[src/rtl/count_run_scheduler.sv]
// Two-requester round-robin scheduler that owns the shared LED counter for one run at a time.
// Each run counts leds from 0 up to the owner's latched limit, then pulses done for one cycle.
module count_run_scheduler #(
    parameter int WIDTH = 4
) (
    input  logic             dividedClock,
    input  logic             rst,
    input  logic [1:0]       req,
    input  logic [WIDTH-1:0] limit0,
    input  logic [WIDTH-1:0] limit1,
    output logic [1:0]       grant,
    output logic [1:0]       done,
    output logic             busy,
    output logic [WIDTH-1:0] leds
);

    typedef enum logic [1:0] {
        IDLE  = 2'd0,
        COUNT = 2'd1,
        DONE  = 2'd2
    } state_t;

    state_t           state;
    state_t           state_next;
    logic             owner;
    logic             owner_next;
    logic             last_served;
    logic             last_served_next;
    logic [WIDTH-1:0] target;
    logic [WIDTH-1:0] target_next;
    logic [WIDTH-1:0] leds_next;
    logic             winner;

    // last_served resets to 1 so requester 0 wins the first contested arbitration.
    always_ff @(posedge dividedClock or posedge rst) begin
        if (rst) begin
            state       <= IDLE;
            owner       <= 1'b0;
            last_served <= 1'b1;
            target      <= '0;
            leds        <= '0;
        end else begin
            // NOTE: non-blocking assignments so every register samples the pre-edge values.
            state       <= state_next;
            owner       <= owner_next;
            last_served <= last_served_next;
            target      <= target_next;
            leds        <= leds_next;
        end
    end

    // A lone request wins outright; a tie goes to whoever was not served last.
    assign winner = (req == 2'b11) ? ~last_served : req[1];

    always_comb begin
        // NOTE: every output of this block gets a hold default first, so no latch is inferred.
        state_next       = state;
        owner_next       = owner;
        last_served_next = last_served;
        target_next      = target;
        leds_next        = leds;

        case (state)
            IDLE: begin
                leds_next = '0;
                if (req != 2'b00) begin
                    owner_next  = winner;
                    target_next = winner ? limit1 : limit0;
                    state_next  = COUNT;
                end
            end
            COUNT: begin
                // Withdrawal beats completion: an abort never produces a done pulse.
                if (!req[owner]) begin
                    state_next       = IDLE;
                    leds_next        = '0;
                    last_served_next = owner;
                end else if (leds == target) begin
                    state_next = DONE;
                end else begin
                    leds_next = leds + WIDTH'(1);
                end
            end
            DONE: begin
                state_next       = IDLE;
                leds_next        = '0;
                last_served_next = owner;
            end
            default: begin
                state_next = IDLE;
                leds_next  = '0;
            end
        endcase
    end

    // Moore outputs decoded from registered state only.
    always_comb begin
        grant = 2'b00;
        done  = 2'b00;
        if (state == COUNT || state == DONE) begin
            grant[owner] = 1'b1;
        end
        if (state == DONE) begin
            done[owner] = 1'b1;
        end
    end

    assign busy = (state != IDLE);

endmodule

[config.mk]
export PLATFORM = sky130hd
export DESIGN_NAME = count_run_scheduler
export DESIGN_NICKNAME = d
export VERILOG_FILES = /design/src/rtl/count_run_scheduler.sv
export SDC_FILE = /design/constraint.sdc
export NUM_CORES = 1
export LEC_CHECK = 0
export CAP_MARGIN = 20
export CORE_AREA = 8 8 51 53
export DETAILED_ROUTE_END_ITERATION = 8
export DIE_AREA = 0 0 59 61
export PLACE_DENSITY = 0.7
export SYNTH_ARGS = -nofsm -noshare
export SYNTH_HDL_FRONTEND = slang
export SYNTH_SLANG_ARGS = --single-unit
[constraint.sdc]
create_clock -name dividedClock -period 1.5 [get_ports dividedClock]
set_clock_uncertainty 0.15 [all_clocks]
set_input_delay 0.3 -clock dividedClock [delete_from_list [all_inputs] [get_ports dividedClock]]
set_output_delay 0.3 -clock dividedClock [all_outputs]
set_load 0.02 [all_outputs]
# Word level (Yosys, flattened, before mapping)
# Index checks and enable logic that the tools add are counted.
[classes] n_addsub=1 magnitude_cmp=2 n_eq_ne=8 mux=17 n_bitwise=1 n_reduce_logical=9
[op_table] cell="$mux 4" n=4
[op_table] cell="$mux 2" n=5
[op_table] cell="$ne 3x3->1 const B" n=2
[op_table] cell="$reduce_and 2->1" n=3
[op_table] cell="$reduce_bool 2->1" n=3
[op_table] cell="$mux 1" n=5
[op_table] cell="$add 4x1->4 const B" n=1
[op_table] cell="$eq 2x2->1 const B" n=2
[op_table] cell="$eq 4x4->1" n=1
[op_table] cell="$ne 2x2->1 const B" n=2
[op_table] cell="$pmux 2 s2" n=1
[op_table] cell="$eq 2x1->1 const B" n=1
[op_table] cell="$logic_not 2->1" n=1
[op_table] cell="$lt 1x2->1 const B" n=1
[op_table] cell="$pmux 1 s2" n=1
[op_table] cell="$demux 1 s1" n=1
[op_table] cell="$ge 1x1->1 const B" n=1
[op_table] cell="$logic_and 1x1->1" n=1
[op_table] cell="$logic_or 1x1->1" n=1
[op_table] cell="$not 1->1" n=1
[word_totals] reg_bits=12 input_bits=12 word_cells=43

# Logic depth before layout (Yosys ltp)
[depth] word_depth=5 mapped_depth=6 mapped_depth_nobuf=5

# Worst setup path after synthesis
# Ideal clock, no wire load.
[synth_timing] path_kind="register to register" from="register leds[1]" to="register leds[1]" setup_time_ps=120 arrival_ps=1402 required_ps=1230 path_slack_ps=-171 path_stages_with_launch=5 n_path_buf=0 synth_period_minus_slack_ps=1671 path_cell_list="dfrtp_1 > xor2_1 > nor4_4 > mux2i_1 > nor2_1"
[synth_between] elab_chain_cells=4 elab_cells_between_ends=6
[synth_rtl] item="start: declaration" line_no="14" rtl="output logic [WIDTH-1:0] leds"
[synth_rtl] item="start signal: assignment" line_no="48" rtl="leds <= leds_next;"
[synth_rtl] item="$add 4x1->4" line_no="81" rtl="leds_next = leds + WIDTH'(1);"
[synth_rtl] item="$mux 4" line_no="78" rtl="end else if (leds == target) begin"
[synth_rtl] item="$mux 4" line_no="74" rtl="if (!req[owner]) begin"
[synth_rtl] item="$mux 4" line_no="63" rtl="case (state)"
# Parallel ways exist; a longest one is shown, timed or not. The select of a mux whose other input is x is not followed.
# A chain may end at the register's enable or synchronous reset.

# Worst setup path after layout
[layout_timing] from="register state[0]" to="output done[0]"
[layout_between] elab_chain_cells=2
[layout_rtl] item="start: declaration" line_no="23" rtl="state_t state;"
[layout_rtl] item="start signal: assignment" line_no="44" rtl="state <= state_next;"
[layout_rtl] item="$eq 2x2->1" line_no="103" rtl="if (state == DONE) begin"
[layout_rtl] item="$mux 2" line_no="103"
[layout_rtl] item="end: declaration" line_no="12" rtl="output logic [1:0] done,"
# No other way between the ends.

==> impl_metrics.env <==
export IMPL_synth_seq_area_share_pct=43.4
export IMPL_cts_tree="done"
export IMPL_finalHoldViolCount=0
export IMPL_p_per_area_nw_per_um2=1740
export IMPL_fill_cells=143
export IMPL_worstPathRequired_ns=1.05
export IMPL_worst_pin_slew_ns=0.473
export IMPL_r2r_start="target[2]"
export IMPL_grt_pass1_vias=680
export IMPL_wl_mm=1.92
export IMPL_cts_sinks=12
export IMPL_fin_crit_ns=1.69
export IMPL_yosysUniqueCellTypes=23
export IMPL_antenna_left=0
export IMPL_synth_fp_nets=84
export IMPL_avgSynthCellArea_sq_um=10.2
export IMPL_grt_overflow=0
export IMPL_multiInputGateArea_sq_um=484
export IMPL_grt_pass1_wl_mm=3.04
export IMPL_fp_coreArea_sq_um=1840
export IMPL_route_detailed_drc=0
export IMPL_gp_congestion=0.802
export IMPL_rsz0062_at_grt="true"
export IMPL_synth_seq_cells=12
export IMPL_cp_startpoint="state[0]"
export IMPL_yosys_warnings=0
export IMPL_fp_dieH_um=61
export IMPL_clk_pin_slew_ns=0.09
export IMPL_dr_pass1_iters=2
export IMPL_antenna_found_initial=0
export IMPL_worst_slack_ns=-0.189
export IMPL_syn_to_final_growth_pct=79.5
export IMPL_insertion_delay_ns=0.28
export IMPL_setup_viol=12
export IMPL_drv_cap=0
export IMPL_grt_usage_pct=11.4
export IMPL_min_period_over_period_pct=113
export IMPL_crit_path_max_incr_delay_ns=0.40
export IMPL_viasPerCell=4.74
export IMPL_finalMaxSlewViolations=0
export IMPL_dp_slack_ns=-0.377
export IMPL_crit_type="reg -> out"
export IMPL_cts_buffer_depth=2
export IMPL_regArea_sq_um=304
export IMPL_cts_root_buffer="clkbuf_4"
export IMPL_cts_buffers=3
export IMPL_dp_hpwl_mm=1.41
export IMPL_detail_route_iter0_violations=4
export IMPL_initial_utilization_pct=37.7
export IMPL_die_area_sq_um=3600
export IMPL_final_nets=130
export IMPL_maxSlewHeadroom_pct=68.4
export IMPL_arrival_ns=1.24
export IMPL_layout_commonest_cell="buf_4"
export IMPL_crit_chain="inv_2, ha_2, nor2b_1, buf_4"
export IMPL_violations="setup timing"
export IMPL_fmax_mhz=592
export IMPL_syn_cell_area_sq_um=694
export IMPL_ir_worst_vdd_v=0.00101
export IMPL_wl_per_cell_um=13.7
export IMPL_ioPinCount=21
export IMPL_leakage_uw=0.000559
export IMPL_drive_above_1_share_pct=57.5
export IMPL_fin_tns_setup_ns=-1.38
export IMPL_syn_inst=68
export IMPL_core_rowCount=16
export IMPL_cp_start_kind="flop"
export IMPL_grt_max_degree=13
export IMPL_portBuffers=20
export IMPL_die_x_um=59
export IMPL_num_vias=663
export IMPL_antenna_cells=0
export IMPL_outcome="finished with violations"
export IMPL_slowest_stage="dfrtp_1"
export IMPL_total_power_uw=2170
export IMPL_hold_class="in -> async"
export IMPL_end_kind="primary output"
export IMPL_final_cell_mix="buf_4, clkdlybuf4s50_1, dfrtp_1"
export IMPL_path_max_fanout=3
export IMPL_htreeDepth=1
-- metrics by stage --
stage,utilization (%),hold slack (ns),area [sq um],std cells
6_report,67.7,0.172,1250,140
5_1_grt,67.7,0.229,1250,140
4_1_cts,62.4,0.182,1150,137
3_5_place_dp,57.6,0.357,1060,130
3_3_place_gp,57.6,0.339,1060,130
2_1_floorplan,-,0.0138,712,68
-- registers in the layout (all words and copies together) (netlist names) --
name,count
owner,1
target,4
leds,4
state,2
last_served,1
-- synth_stat cells --
master	count	area (sq um)
mux2_2	1	11.3
dfrtp_1	11	275
inv_1	5	18.8
a22o_1	1	8.76
o22ai_1	1	6.26
nor2_1	2	7.51
mux2i_1	6	60.1
a21boi_2	1	11.3
nand3_1	1	5.00
o21ai_1	1	5.00
a21boi_0	1	7.51
ha_1	4	50.1
o21ai_0	8	40.0
nand2b_1	1	6.26
dfstp_2	1	26.3
xor2_1	5	43.8
a21oi_1	4	20.0
nor2b_1	3	18.8
and2_1	2	12.5
clkbuf_2	1	5.00
or3_1	3	18.8
nor4_4	1	21.3
nand2_1	4	15.0
-- layout make-up --
type	instances	share of cell area [%]
multi-input cells	50	38.9
well taps	27	2.71
flip-flops and latches	12	24.4
inverters	5	1.51
clock buffers	4	2.91
repair buffers	42	29.6
-- path summary, 6_finish.rpt --
check / to / slack, ns / depth (start not counted)
worst max-delay path: done[0] / -0.19 / 4
worst min-delay path: target[3] / 0.17 / 2
worst max register to register: leds[3] / -0.14 / 6
worst min register to register: target[1] / 0.41 / 2
max in group asynchronous: leds[0] / 0.67 / 2
min in group dividedClock: target[1] / 0.41 / 2
-- cells by family (layout without fill, tap and decap cells) --
group	count (synthesis)	count (layout)	share of synthesized area, %
adder cells (fa/ha/maj)	4	4	7.21
multiplexers	7	7	10.3
AND/OR/NAND/NOR	17	17	15.1
buffers and inverters	6	51	3.42
XOR/XNOR	5	5	6.31
flip-flops	12	12	43.4
AO/OA/AOI/OAI	17	17	14.2
-- repair_timing --
| item | in CTS | in global routing |
|---|---|---|
| endpoints found under the setup margin | 16 | 20 |
| gates resized for setup | 52 | 21 |
| setup buffers | 3 | 3 |
| hold buffers | 0 | 0 |
| endpoints found under the hold margin | 0 | 0 |
| pin swaps | 10 | 4 |
-- report_power, final --
part | total, uW | internal, uW | switching, uW
Combinational | 1340 | 728 | 612
Sequential | 560 | 450 | 111
Clock | 270 | 148 | 122
-- metal layers --
metal,GRT usage (%),routed length [um],vias up
met2,20.7,1090,10
met4,6.83,32,0
met1,11.7,751,329
li1,-,-,320
met5,0,0,-
met3,2.54,43,4
-- worst max-delay path: cells and delay by family (launching register included) --
| kind | cells | cell delay (ns) |
|---|---|---|
| adder cells (fa/ha/maj) | 1 | 0.19 |
| buffers and inverters | 2 | 0.24 |
| flip-flops | 1 | 0.40 |
| AND/OR/NAND/NOR | 1 | 0.13 |
Power figures use the tool's default switching activity.
